===== src/rtl/uart_frame_pkg.sv =====
// Shared types and elaboration helpers for the framed UART transmitter.
// The PARITY state exists only when UART_FRAME_TX_PARITY_EN is defined.
package uart_frame_pkg;

    typedef enum logic [2:0] {
        ST_IDLE,
        ST_START,
        ST_DATA,
`ifdef UART_FRAME_TX_PARITY_EN
        ST_PARITY,
`endif
        ST_STOP
    } state_e;

    function automatic int clk_div_calc(input int clk_fre, input int bps);
        return clk_fre / bps;
    endfunction

    function automatic int lw_calc(input int max_bytes);
        return $clog2(max_bytes + 1);
    endfunction

endpackage


===== src/rtl/uart_baud_tick.sv =====
// Bit-period timer: counts 0..CLK_DIV-1 while enabled and flags the last cycle of each bit.
module uart_baud_tick #(
    parameter int CLK_DIV = 434
) (
    input  logic sys_clk,
    input  logic sys_rst,
    input  logic restart_i,
    input  logic en_i,
    output logic tick_o
);

    localparam int CW = $clog2(CLK_DIV);

    logic [CW-1:0] cnt_q, cnt_d;
    logic          at_end;

    assign at_end = (cnt_q == CW'(CLK_DIV - 1));
    assign tick_o = en_i && at_end;

    always_comb begin
        cnt_d = cnt_q;
        if (restart_i) begin
            cnt_d = '0;
        end else if (en_i) begin
            cnt_d = at_end ? '0 : cnt_q + CW'(1);
        end
    end

    always_ff @(posedge sys_clk) begin
        if (sys_rst) begin
            cnt_q <= '0;
        end else begin
            cnt_q <= cnt_d;
        end
    end

endmodule


===== src/rtl/uart_frame_tx.sv =====
// Multi-byte UART frame transmitter: start, 8 data bits LSB first, optional parity, stop bits.
// Define UART_FRAME_TX_PARITY_EN to insert a parity bit after the data bits.
module uart_frame_tx
    import uart_frame_pkg::*;
#(
    parameter int MAX_BYTES  = 8,
    parameter int BPS        = 115200,
    parameter int CLK_FRE    = 50_000_000,
    parameter int STOP_BITS  = 1,
    parameter int PARITY_ODD = 0
) (
    input  logic                                   sys_clk,
    input  logic                                   sys_rst,
    input  logic [MAX_BYTES*8-1:0]                 tx_data,
    input  logic [lw_calc(MAX_BYTES)-1:0]          tx_len,
    input  logic                                   tx_msb_first,
    input  logic                                   tx_valid,
    output logic                                   tx_ready,
    output logic                                   tx_busy,
    output logic                                   tx_done,
    output logic                                   uart_txd
);

    localparam int CLK_DIV = clk_div_calc(CLK_FRE, BPS);
    localparam int LW      = lw_calc(MAX_BYTES);

    if (CLK_DIV < 2) begin : g_bad_clk_div
        $error("uart_frame_tx: CLK_FRE/BPS must be at least 2");
    end
    if (STOP_BITS < 1 || STOP_BITS > 2) begin : g_bad_stop_bits
        $error("uart_frame_tx: STOP_BITS must be 1 or 2");
    end
    if (MAX_BYTES < 1 || MAX_BYTES > 256) begin : g_bad_max_bytes
        $error("uart_frame_tx: MAX_BYTES must be in 1..256");
    end
    if (PARITY_ODD != 0 && PARITY_ODD != 1) begin : g_bad_parity_odd
        $error("uart_frame_tx: PARITY_ODD must be 0 or 1");
    end

    state_e                 state_q, state_d;
    logic [MAX_BYTES*8-1:0] data_q;
    logic [LW-1:0]          len_q;
    logic                   msb_q;
    logic [LW-1:0]          byte_cnt_q, byte_cnt_d;
    logic [2:0]             bit_cnt_q, bit_cnt_d;
    logic                   stop_cnt_q, stop_cnt_d;
    logic                   done_q, done_d;
    logic                   accept;
    logic                   tick;
    logic [LW-1:0]          len_clamped;
    logic [LW-1:0]          byte_idx;
    logic [7:0]             cur_byte;
    logic                   last_byte;

    uart_baud_tick #(.CLK_DIV(CLK_DIV)) u_baud (
        .sys_clk   (sys_clk),
        .sys_rst   (sys_rst),
        .restart_i (accept),
        .en_i      (state_q != ST_IDLE),
        .tick_o    (tick)
    );

    assign len_clamped = (tx_len > LW'(MAX_BYTES)) ? LW'(MAX_BYTES) : tx_len;
    assign byte_idx    = msb_q ? (len_q - LW'(1) - byte_cnt_q) : byte_cnt_q;
    assign last_byte   = (byte_cnt_q == len_q - LW'(1));

    always_comb begin
        cur_byte = 8'h00;
        for (int i = 0; i < MAX_BYTES; i++) begin
            if (byte_idx == LW'(i)) cur_byte = data_q[8*i +: 8];
        end
    end

    always_comb begin
        uart_txd = 1'b1;
        case (state_q)
            ST_START:  uart_txd = 1'b0;
            ST_DATA:   uart_txd = cur_byte[bit_cnt_q];
`ifdef UART_FRAME_TX_PARITY_EN
            ST_PARITY: uart_txd = (^cur_byte) ^ (PARITY_ODD != 0);
`endif
            default:   uart_txd = 1'b1;
        endcase
    end

    always_comb begin
        state_d    = state_q;
        byte_cnt_d = byte_cnt_q;
        bit_cnt_d  = bit_cnt_q;
        stop_cnt_d = stop_cnt_q;
        done_d     = 1'b0;
        accept     = 1'b0;
        case (state_q)
            ST_IDLE: begin
                if (tx_valid) begin
                    accept     = 1'b1;
                    byte_cnt_d = '0;
                    bit_cnt_d  = '0;
                    stop_cnt_d = 1'b0;
                    // An empty frame completes immediately without touching the line.
                    if (len_clamped == '0) done_d = 1'b1;
                    else                   state_d = ST_START;
                end
            end
            ST_START: begin
                if (tick) state_d = ST_DATA;
            end
            ST_DATA: begin
                if (tick) begin
                    if (bit_cnt_q == 3'd7) begin
                        bit_cnt_d = '0;
`ifdef UART_FRAME_TX_PARITY_EN
                        state_d   = ST_PARITY;
`else
                        state_d   = ST_STOP;
`endif
                    end else begin
                        bit_cnt_d = bit_cnt_q + 3'd1;
                    end
                end
            end
`ifdef UART_FRAME_TX_PARITY_EN
            ST_PARITY: begin
                if (tick) state_d = ST_STOP;
            end
`endif
            ST_STOP: begin
                if (tick) begin
                    if (stop_cnt_q == 1'(STOP_BITS - 1)) begin
                        stop_cnt_d = 1'b0;
                        if (last_byte) begin
                            state_d = ST_IDLE;
                            done_d  = 1'b1;
                        end else begin
                            byte_cnt_d = byte_cnt_q + LW'(1);
                            state_d    = ST_START;
                        end
                    end else begin
                        stop_cnt_d = 1'b1;
                    end
                end
            end
            default: state_d = ST_IDLE;
        endcase
    end

    always_ff @(posedge sys_clk) begin
        if (sys_rst) begin
            state_q    <= ST_IDLE;
            data_q     <= '0;
            len_q      <= '0;
            msb_q      <= 1'b0;
            byte_cnt_q <= '0;
            bit_cnt_q  <= '0;
            stop_cnt_q <= 1'b0;
            done_q     <= 1'b0;
        end else begin
            state_q    <= state_d;
            byte_cnt_q <= byte_cnt_d;
            bit_cnt_q  <= bit_cnt_d;
            stop_cnt_q <= stop_cnt_d;
            done_q     <= done_d;
            if (accept) begin
                data_q <= tx_data;
                len_q  <= len_clamped;
                msb_q  <= tx_msb_first;
            end
        end
    end

    assign tx_ready = (state_q == ST_IDLE);
    assign tx_busy  = ~tx_ready;
    assign tx_done  = done_q;

endmodule


===== config.mk =====
export PLATFORM = sky130hd
export DESIGN_NAME = uart_frame_tx
export DESIGN_NICKNAME = d
export VERILOG_FILES = /design/src/rtl/uart_frame_pkg.sv /design/src/rtl/uart_baud_tick.sv /design/src/rtl/uart_frame_tx.sv
export SDC_FILE = /design/constraint.sdc
export NUM_CORES = 1
export LEC_CHECK = 0
export BUFFER_PORTS_ARGS = -buffer_cell sky130_fd_sc_hd__buf_2
export CAP_MARGIN = 20
export CORE_ASPECT_RATIO = 1.4
export CORE_MARGIN = 1.5
export CORE_UTILIZATION = 40
export DETAILED_ROUTE_END_ITERATION = 8
export GPL_TIMING_DRIVEN = 1
export HOLD_SLACK_MARGIN = 0.02
export PLACE_DENSITY = 0.59
export SETUP_SLACK_MARGIN = 0.05
export SYNTH_ARGS = -nofsm -noshare
export SYNTH_HDL_FRONTEND = slang
export SYNTH_SLANG_ARGS = --single-unit

===== constraint.sdc =====
create_clock -name sys_clk -period 3.6 [get_ports sys_clk]
set_input_delay 0.72 -clock sys_clk [delete_from_list [all_inputs] [get_ports sys_clk]]
set_output_delay 0.72 -clock sys_clk [all_outputs]
set_load 0.03 [all_outputs]

==> results.sh, run 1 <==
export IMPL_status="complete, but fails checks"
export IMPL_violations="negative setup slack"
export IMPL_clkSinkCount=88
export IMPL_whs_endpoint="data_q[40]"
export IMPL_synth_area_um2=4330
export IMPL_syn_inst=542
export IMPL_cpPeakStageDelay_ps=530
export IMPL_cap_violations=0
export IMPL_required_ps=2880
export IMPL_crit_type="flop to primary output"
export IMPL_synth_area_per_cell_um2=7.990
export IMPL_ios=76
export IMPL_cp_slowest_cell="mux4_2"
export IMPL_grt_use_met1=0.2452
export IMPL_io_buffers=75
export IMPL_synth_largest_area_cell="dfxtp_1"
export IMPL_tightest_slew_ps=792.2
export IMPL_slew_violations=0
export IMPL_hold_viol=0
export IMPL_first_pass_iters=4
export IMPL_grtUsageMet2=0.3696
export IMPL_grt_max_degree=48
export IMPL_place_hpwl_mm=8.676
export IMPL_cts_max_path_buffers=2
export IMPL_hold_start="data_q[40]"
export IMPL_globalRouteOverflowTotal=0
export IMPL_power_mw=3.302
export IMPL_cp_arrival_ps=3160
export IMPL_htree_levels=3
export IMPL_syn_nets=628
export IMPL_met3_usage=0.03986
export IMPL_setup_slack_ps=-277.1
export IMPL_wirelength_mm=11.58
export IMPL_clock_skew_ps=8.848
export IMPL_crit_path_max_fanout=4
export IMPL_synth_common_cells="154 x nand2_1, 88 x dfxtp_1, 76 x a21oi_1, 35 x nor2_1, 29 x clkbuf_1"
export IMPL_ys_seq_elements=88
export IMPL_fp_coreArea_um2=10460
export IMPL_drc_errors=0
export IMPL_synth_ff_type="dfxtp_1"
export IMPL_p_leak_nw=2.053
export IMPL_ys_seq_area_frac=0.4068
export IMPL_via_per_inst=5.204
export IMPL_worstSetupEndpointType="primary output"
export IMPL_ant_nets=0
export IMPL_track_usage=0.2108
export IMPL_clk_pin_slew_ps=60
export IMPL_timing_final_crit_share=1.077
export IMPL_dpl_instance_area_um2=4915
export IMPL_relSlewSlack=0.4719
export IMPL_clock_latency_ps=350
export IMPL_yosysTopAreaCellShare=0.4068
export IMPL_busiest_layer="met2"
export IMPL_tritoncts="done"
export IMPL_r2r_start="state_q[0]"
export IMPL_crit_chain="inv_2 -> ha_4 -> inv_2 -> fa_1 -> mux2i_1 -> buf_4 -> mux4_2 -> a22o_4 -> a221oi_2 -> o22ai_2 -> buf_6"
export IMPL_fmax_mhz=257.9
export IMPL_drt_iter0_markers=158
export IMPL_areaGrowthSynthToFinish_pct=22.42
export IMPL_ys_warn_count=0
export IMPL_ff2ff_setup_slack_ps=1180
export IMPL_synthDistinctLibCells=53
export IMPL_numCtsBuffers=9
export IMPL_hold_class="flop to flop"
export IMPL_path_common_cell="inv_2"
export IMPL_final_setup_viol_count=1
export IMPL_utilization=0.5068
export IMPL_initial_utilization=0.4140
export IMPL_rr_endpoint="byte_cnt_q[3]"
export IMPL_yosysMostFrequentCell="nand2_1"
export IMPL_dieHeight_um=126.1
export IMPL_antenna_found_initial=0
export IMPL_grt_pass1_wl_mm=19.06
export IMPL_rsz0062_at_grt="true"
export IMPL_critPathLaunch="len_q[0]"
export IMPL_regArea_um2=1764
export IMPL_startpoint_type="flop"
export IMPL_num_vias=3945
export IMPL_min_path_cells=2
export IMPL_cts_root_buf="clkbuf_16"
export IMPL_wl_per_cell_um=15.27
export IMPL_gp_congestion=0.8829
export IMPL_chipWidth_um=90.94
export IMPL_final_cell_area_um2=5301
export IMPL_tns_ps=-277.1
export IMPL_fillCellCount=1071
export IMPL_rows=44
export IMPL_nets=701
export IMPL_dieArea_um2=11470
export IMPL_grt_pass1_vias=3928
export IMPL_fin_crit_ps=3877
export IMPL_dp_worst_setup_slack_ps=-93.15
export IMPL_multiInputGateArea_um2=2454
export IMPL_synth_edff_count=0
export IMPL_diodes=0
export IMPL_vdd_drop_max_v=0.0002971
export IMPL_power_density_nw_per_um2=622.9
export IMPL_ys_top_cells_by_area="dfxtp_1 41%, nand2_1 13%, a21oi_1 8.8%"
export IMPL_drive_above_1_share=0.2548
export IMPL_ff2ff_path_depth=9
export IMPL_synthArstFlopShare=0
## sequential cells by signal, summed over array words and instances, names as in the netlist
register	flops
msb_q	1
u_baud.cnt_q	9
data_q	64
tx_done	1
byte_cnt_q	4
state_q	2
len_q	4
bit_cnt_q	3
## where the power goes
group | leakage, nW | internal (mW) | switching, mW
clock network | 0.141 | 0.475 | 0.405
logic | 1.19 | 0.468 | 0.722
registers | 0.720 | 1.13 | 0.104
## repair_timing
| action | in CTS | in global routing |
|---|---|---|
| setup buffers | 2 | 1 |
| hold buffers | 0 | 0 |
| pin swaps | 6 | 4 |
| gates resized for setup | 16 | 5 |
| setup endpoints to repair | 1 | 1 |
## worst max-delay path by stage
| stage | to |
|---|---|
| 2_1_floorplan | uart_txd |
| 6_report | uart_txd |
| 5_1_grt | uart_txd |
| 4_1_cts | uart_txd |
| 3_3_place_gp | uart_txd |
| 3_5_place_dp | uart_txd |
## metal layers
layer	share of wire	wire length (um)	up-vias
met1	0.42	4835	1829
met5	0	0	-
met3	0.037	432	26
met4	0.036	413	0
met2	0.51	5894	96
li1	-	-	1994
## metrics by stage
step           hold WS, ps  instances
2_1_floorplan        432.0        542
3_3_place_gp         443.5        739
3_5_place_dp         447.5        739
4_1_cts              456.6        757
5_1_grt              475.7        758
6_report             454.0        758
## critical path: cells and delay by family (launching register included)
kind | cells | cell delay, ps
AO/OA/AOI/OAI | 3 | 620
adder cells (fa/ha/maj) | 2 | 730
buffers and inverters | 4 | 400
flip-flops | 1 | 330
multiplexers | 2 | 730
## final cells by class
cell class	instances	share of cell area
Clock buffer	9	0.04248
Clock inverter	7	0.01015
Inverter	16	0.01133
Multi-Input combinational cell	403	0.4628
Sequential cell	88	0.3328
Tap cell	138	0.03257
Timing Repair Buffer	97	0.1079
## cells by family (layout without fill, tap and decap cells)
group           count (synthesis)  in the layout  synth area share
xor+xnor                       14             14           0.03005
mux                            20             20           0.07425
buf+inv                        51            129           0.04709
simple gates                  227            227            0.2205
flops                          88             88            0.4068
compound gates                128            128            0.1791
fa+ha+maj                      14             14           0.04219
## layout by cell type, fill, tap and decap left out, drive strengths merged, types with 2 or more instances in the layout
cell | Yosys | routed
nand2 | 154 | 154
buf | 6 | 97
dfxtp | 88 | 88
a21oi | 76 | 76
nor2 | 36 | 36
inv | 16 | 19
o21ai | 14 | 14
ha | 13 | 13
mux4 | 9 | 9
clkbuf | 29 | 9
xor2 | 8 | 8
mux2i | 7 | 7
nand3 | 6 | 6
xnor2 | 6 | 6
nand3b | 5 | 5
o22ai | 5 | 5
nor3 | 5 | 5
o211ai | 4 | 4
mux2 | 4 | 4
or2 | 4 | 4
clkinv | 0 | 4
a21o | 3 | 3
a221oi | 3 | 3
o221ai | 3 | 3
a22oi | 3 | 3
a31oi | 3 | 3
or3 | 3 | 3
and2 | 3 | 3
a22o | 3 | 3
nor4 | 3 | 3
nand4 | 2 | 2
a211oi | 2 | 2
nand2b | 2 | 2
nor2b | 2 | 2
No activity file was read; power rests on OpenSTA's default activity.
==> inputs of run 2 (changes only) <==
==> constraint.sdc (replaced) <==
create_clock -name sys_clk -period 3.6 [get_ports sys_clk]
set_input_delay 0.18 -clock sys_clk [delete_from_list [all_inputs] [get_ports sys_clk]]
set_output_delay 0.18 -clock sys_clk [all_outputs]
set_load 0.03 [all_outputs]
==> run 2 against run 1 <==
Effect of this change:
- the flow now finishes without violations
- total power rose by 0.18%
- via count fell by 1.3%
- sequential share of layout area rose by 0.72 points
- combinational power barely moved
- non-clock buffer count fell by 13
- critical path depth rose by 2
- clock skew fell by 2.8 ps
- clock power rose by 3.2%
- worst hold slack got worse by 390 ps
- first-iteration DRC count fell by 4.4%
- clock-buffer cell count rose by 1
- worst setup slack improved by 420 ps
==> results.sh, run 2 (synthesis results as in run 1) <==
export IMPL_crit_chain="inv_1 -> ha_1 -> inv_1 -> fa_2 -> xor2_4 -> nand4_1 -> mux2i_4 -> buf_4 -> o221ai_1 -> a221oi_2 -> o32ai_1 -> o22ai_2 -> buf_6"
export IMPL_clock_latency_ps=340
export IMPL_wl_per_cell_um=15.19
export IMPL_largest_register_ff_count=64
export IMPL_layout_common_cells="153 x nand2_1, 85 x dfxtp_1, 76 x a21oi_1"
export IMPL_reg_largest_list="data_q: 64 flops, u_baud.cnt_q: 9 flops"
export IMPL_tritoncts="done"
export IMPL_multiInputGateArea_um2=2452
export IMPL_tightest_slew_ps=832.2
export IMPL_drive_above_1_share=0.2257
export IMPL_tns_ps=0
export IMPL_diodes=0
export IMPL_via_per_inst=5.224
export IMPL_cp_slowest_cell="fa_2"
export IMPL_vdd_drop_max_v=0.0003479
export IMPL_clk_pin_slew_ps=60
export IMPL_dr_wl_met2_mm=5.639
export IMPL_worstSetupEndpointType="primary output"
export IMPL_rsz0062_at_grt="false"
export IMPL_hold_viol=0
export IMPL_hold_start="tx_data[27]"
export IMPL_r2r_start="state_q[0]"
export IMPL_htree_levels=3
export IMPL_power_density_nw_per_um2=636.2
export IMPL_timing_final_crit_share=0.9594
export IMPL_fin_hold_ws_ps=68.69
export IMPL_met3WireLength_um=363
export IMPL_place_hpwl_mm=8.087
export IMPL_p_leak_nw=1.988
export IMPL_rows=44
export IMPL_gp_congestion=0.8520
export IMPL_required_ps=3420
export IMPL_ant_nets=0
export IMPL_crit_path_max_fanout=4
export IMPL_initial_utilization=0.4140
export IMPL_cp_arrival_ps=3270
export IMPL_hold_buffers=0
export IMPL_first_pass_iters=4
export IMPL_track_usage=0.2029
export IMPL_wl_met1_mm=4.973
export IMPL_cpPeakStageDelay_ps=390
export IMPL_nets=689
export IMPL_fin_crit_ps=3454
export IMPL_grt_pass1_wl_mm=18.25
export IMPL_grt_max_degree=79
export IMPL_drc_errors=0
export IMPL_io_buffers=75
export IMPL_top_register="data_q"
export IMPL_globalRouteOverflowTotal=0
export IMPL_antenna_found_initial=0
export IMPL_critPathLaunch="len_q[0]"
export IMPL_fillCellCount=1078
export IMPL_startpoint_type="flop"
export IMPL_path_common_cell="inv_1"
export IMPL_num_vias=3892
export IMPL_clkSinkCount=88
export IMPL_wirelength_mm=11.32
export IMPL_status="finished, final reports clean"
export IMPL_grt_pass1_vias=3700
export IMPL_mostFrequentLayoutCell="nand2_1"
export IMPL_drt_iter0_markers=151
export IMPL_final_setup_viol_count=0
export IMPL_cts_max_path_buffers=2
export IMPL_fp_coreArea_um2=10460
export IMPL_chipWidth_um=90.94
export IMPL_regArea_um2=1768
export IMPL_hold_class="primary input to flop"
export IMPL_utilization=0.4971
export IMPL_numCtsBuffers=9
export IMPL_dieArea_um2=11470
export IMPL_fmax_mhz=289.5
export IMPL_cts_root_buf="clkbuf_16"
export IMPL_clock_skew_ps=6.092
export IMPL_areaGrowthSynthToFinish_pct=20.08
export IMPL_crit_type="flop to primary output"
export IMPL_slew_violations=0
export IMPL_cap_violations=0
export IMPL_relSlewSlack=0.4452
export IMPL_dieHeight_um=126.1
export IMPL_dr_max_layer_used="met4"
export IMPL_ios=76
## run 2: cell count changes in the layout (fill, tap and decap cells not counted), sizes merged
cell,before,now
buf,97,84
clkinv,4,2
inv,19,17
bufinv,0,1
clkbuf,9,10
clkinvlp,0,1
mux2i,7,8
## run 2: timing repair
| item | in CTS | in global routing |
|---|---|---|
| pin swaps | 3 | 6 |
| endpoints found under the setup margin | 1 | 1 |
| gates resized for setup | 8 | 9 |
| cloned | 1 | 0 |
| setup buffers | 1 | 2 |
## run 2: metrics by stage
step                      cell area, um2  worst slack (ps)  cells  power (mW)
final                               5200             146.1    745       3.308
after CTS                           5144             90.25    743       3.301
after detailed placement            4798             215.3    726       2.361
after floorplan                     4330             516.2    542       2.045
after global routing                5200             47.17    745       3.513
after global placement              4798             301.7    726       2.349
## run 2: path summary, 6_finish.rpt
| check | end | slack (ps) | cells past startpoint |
|---|---|---|---|
| worst max register to register | byte_cnt_q[3] | 1190 | 9 |
| worst max-delay path | uart_txd | 150 | 13 |
| worst min register to register | data_q[28] | 450 | 2 |
| worst min-delay path | data_q[27] | 70 | 3 |
## run 2: report_power, final
part / internal [mW] / switching (mW)
logic: 0.448 / 0.718
registers: 1.13 / 0.106
clock network: 0.534 / 0.373
## run 2: cell type report
cell class                 count  share of cell area
multi-input combinational    404              0.4716
clock inverter                 5             0.01083
sequential                    88              0.3400
tap                          138             0.03321
clock buffer                  10             0.04403
timing repair buffer          84             0.08879
inverter                      16             0.01155
## run 2: per-layer routing
metal | GRT usage | vias up
met1 | 0.2456 | 1834
met5 | 0 | -
met3 | 0.02536 | 17
li1 | - | 1974
met2 | 0.3490 | 67
met4 | 0.1057 | 0
## run 2: critical path, delay by kind of cell, from the launching register on
family / cells / cell delay (ps)
xor+xnor: 1 / 220
fa+ha+maj: 2 / 650
flops: 1 / 360
simple gates: 1 / 240
compound gates: 4 / 780
mux: 1 / 260
buf+inv: 4 / 420
==> inputs of run 3 (changes only) <==
--- a/config.mk
+++ b/config.mk
@@ -17,4 +17,5 @@
 export SETUP_SLACK_MARGIN = 0.05
 export SYNTH_ARGS = -nofsm -noshare
 export SYNTH_HDL_FRONTEND = slang
+export SYNTH_HIERARCHICAL = 1
 export SYNTH_SLANG_ARGS = --single-unit
==> run 3 against run 2 <==
Effect of this change:
- die area is 0.98% lower
- global-route usage is 0.54 points lower
- clock skew down 2.0 ps
- synthesized cell count decreased by 2.0%
- critical endpoint unchanged
- highest routed layer unchanged
- largest power group is now combinational cells
==> results.sh, run 3 <==
export IMPL_status="finished, final reports clean"
export IMPL_grt_pass1_vias=3850
export IMPL_crit_path_max_fanout=7
export IMPL_ys_top_cells_by_area="dfxtp_1 41%, nand2_1 14%, a21oi_1 9.7%"
export IMPL_ys_seq_elements=88
export IMPL_drc_errors=0
export IMPL_wirelength_mm=10.93
export IMPL_yosysMostFrequentCell="nand2_1"
export IMPL_critPathCapture="uart_txd"
export IMPL_first_pass_iters=4
export IMPL_fp_coreArea_um2=10410
export IMPL_largest_register_ff_count=64
export IMPL_gp_congestion=0.9157
export IMPL_crit_type="flop to primary output"
export IMPL_ys_warn_count=6
export IMPL_fin_crit_ps=3479
export IMPL_startpoint_type="flop"
export IMPL_rr_endpoint="byte_cnt_q[3]"
export IMPL_synth_common_cells="156 x nand2_1, 88 x dfxtp_1, 83 x a21oi_1, 25 x clkbuf_1, 25 x nor2_1"
export IMPL_timing_final_crit_share=0.9664
export IMPL_nets=696
export IMPL_ff2ff_setup_slack_ps=960
export IMPL_wl_met1_mm=4.706
export IMPL_met3WireLength_um=450
export IMPL_vdd_drop_max_v=0.0003017
export IMPL_yosysTopAreaCellShare=0.4110
export IMPL_synth_largest_area_cell="dfxtp_1"
export IMPL_place_hpwl_mm=7.567
export IMPL_htree_levels=3
export IMPL_critPathLaunch="len_q[1]"
export IMPL_rows=44
export IMPL_ant_nets=0
export IMPL_ff2ff_path_depth=11
export IMPL_drt_iter0_markers=199
export IMPL_required_ps=3420
export IMPL_rsz0062_at_grt="true"
export IMPL_min_path_cells=3
export IMPL_diodes=0
export IMPL_mostFrequentLayoutCell="nand2_1"
export IMPL_top_register="data_q"
export IMPL_synth_area_um2=4287
export IMPL_final_setup_viol_count=0
export IMPL_grt_pass1_wl_mm=18.00
export IMPL_p_leak_nw=2.099
export IMPL_hold_class="primary input to flop"
export IMPL_cp_arrival_ps=3300
export IMPL_cts_max_path_buffers=2
export IMPL_cts_root_buf="clkbuf_16"
export IMPL_relSlewSlack=0.4634
export IMPL_clock_latency_ps=350
export IMPL_dr_max_layer_used="met4"
export IMPL_wl_per_cell_um=14.52
export IMPL_clkSinkCount=88
export IMPL_ios=76
export IMPL_track_usage=0.1975
export IMPL_worstSetupEndpointType="primary output"
export IMPL_tritoncts="done"
export IMPL_dieHeight_um=125.5
export IMPL_tns_ps=0
export IMPL_syn_inst=531
export IMPL_clock_skew_ps=4.133
export IMPL_fmax_mhz=287.4
export IMPL_via_per_inst=5.162
export IMPL_synth_area_per_cell_um2=8.073
export IMPL_num_vias=3887
export IMPL_chipWidth_um=90.49
export IMPL_io_buffers=75
export IMPL_hold_viol=0
export IMPL_antenna_found_initial=0
export IMPL_clk_pin_slew_ps=70
export IMPL_synthDistinctLibCells=59
export IMPL_r2r_start="state_q[0]"
export IMPL_hold_buffers=0
export IMPL_ys_seq_area_frac=0.4110
export IMPL_drive_above_1_share=0.2618
export IMPL_synth_edff_count=0
export IMPL_layout_common_cells="153 x nand2_1, 85 x dfxtp_1, 81 x a21oi_1"
export IMPL_areaGrowthSynthToFinish_pct=25.42
export IMPL_grt_max_degree=78
export IMPL_dieArea_um2=11360
export IMPL_power_mw=3.622
export IMPL_synthArstFlopShare=0
export IMPL_globalRouteOverflowTotal=0
export IMPL_reg_largest_list="data_q: 64 flops, u_baud/cnt_q: 9 flops"
export IMPL_tightest_slew_ps=804.9
export IMPL_power_density_nw_per_um2=673.7
export IMPL_cap_violations=0
export IMPL_dr_wl_met2_mm=5.558
export IMPL_slew_violations=0
export IMPL_syn_nets=617
export IMPL_synth_ff_type="dfxtp_1"
export IMPL_numCtsBuffers=9
export IMPL_initial_utilization=0.4120
[run 3: logic make-up after synthesis]
logic type               share of synthesized area
AO/OA/AOI/OAI                               0.1760
multiplexers                               0.06363
flip-flops                                  0.4110
AND/OR/NAND/NOR                             0.2303
adder cells (fa/ha/maj)                    0.04262
buffers and inverters                      0.04407
XOR/XNOR                                   0.03240
[run 3: repair_timing]
| item | in CTS | in global routing |
|---|---|---|
| setup endpoints to repair | 1 | 1 |
| cloned | 0 | 1 |
| buffers inserted | 3 | 8 |
| pin swaps | 5 | 20 |
| gates resized for setup | 15 | 29 |
[run 3: final cells by class]
type / instances / area (um2)
clock buffers: 9 / 225.2
clock inverters: 7 / 102.6
fillers: 1017 / 5029
inverters: 14 / 52.55
multi-input cells: 399 / 2496
flip-flops and latches: 88 / 1765
well taps: 138 / 172.7
repair buffers: 98 / 561.8
[run 3: power by group]
| group | switching (mW) | total, mW | internal (mW) |
|---|---|---|---|
| combinational | 0.790 | 1.34 | 0.554 |
| sequential | 0.115 | 1.25 | 1.14 |
| clock | 0.407 | 1.02 | 0.617 |
[run 3: layer usage]
layer | vias to the layer above | track usage
met5 | - | 0
met4 | 0 | 0.08310
met3 | 14 | 0.03710
met2 | 99 | 0.3344
met1 | 1793 | 0.2438
li1 | 1981 | -
[run 3: how the worst min path moves through the flow]
stage,from,to,slack (ps)
2_1_floorplan,tx_data[0],data_q[0],320
3_3_place_gp,tx_data[51],data_q[51],420
3_5_place_dp,tx_data[1],data_q[1],430
4_1_cts,tx_data[17],data_q[17],60
5_1_grt,tx_data[49],data_q[49],70
6_report,tx_data[33],data_q[33],60
[run 3: per-stage QoR]
| step | setup WS, ps | area [um2] | hold slack, ps | util | instances |
|---|---|---|---|---|---|
| floorplan | 432.9 | 4287 | 316.0 | - | 531 |
| global placement | 177.3 | 4787 | 422.2 | 0.4601 | 725 |
| detailed placement | 109.7 | 4787 | 426.3 | 0.4601 | 725 |
| CTS | 56.73 | 5189 | 57.62 | 0.4987 | 744 |
| global route | 15.86 | 5376 | 70.68 | 0.5167 | 753 |
| finish | 120.9 | 5376 | 64.03 | 0.5167 | 753 |
[run 3: critical path, cell delays in order, from the launching register on]
cell and delay (ps):
dfxtp_2 340, inv_2 40, ha_4 250, inv_2 40, fa_2 390, xnor2_2 150, a211o_1 270, mux2i_4 220
or2_4 220, a22oi_2 70, o32a_1 370, a311oi_2 210, a31o_1 230, buf_6 150
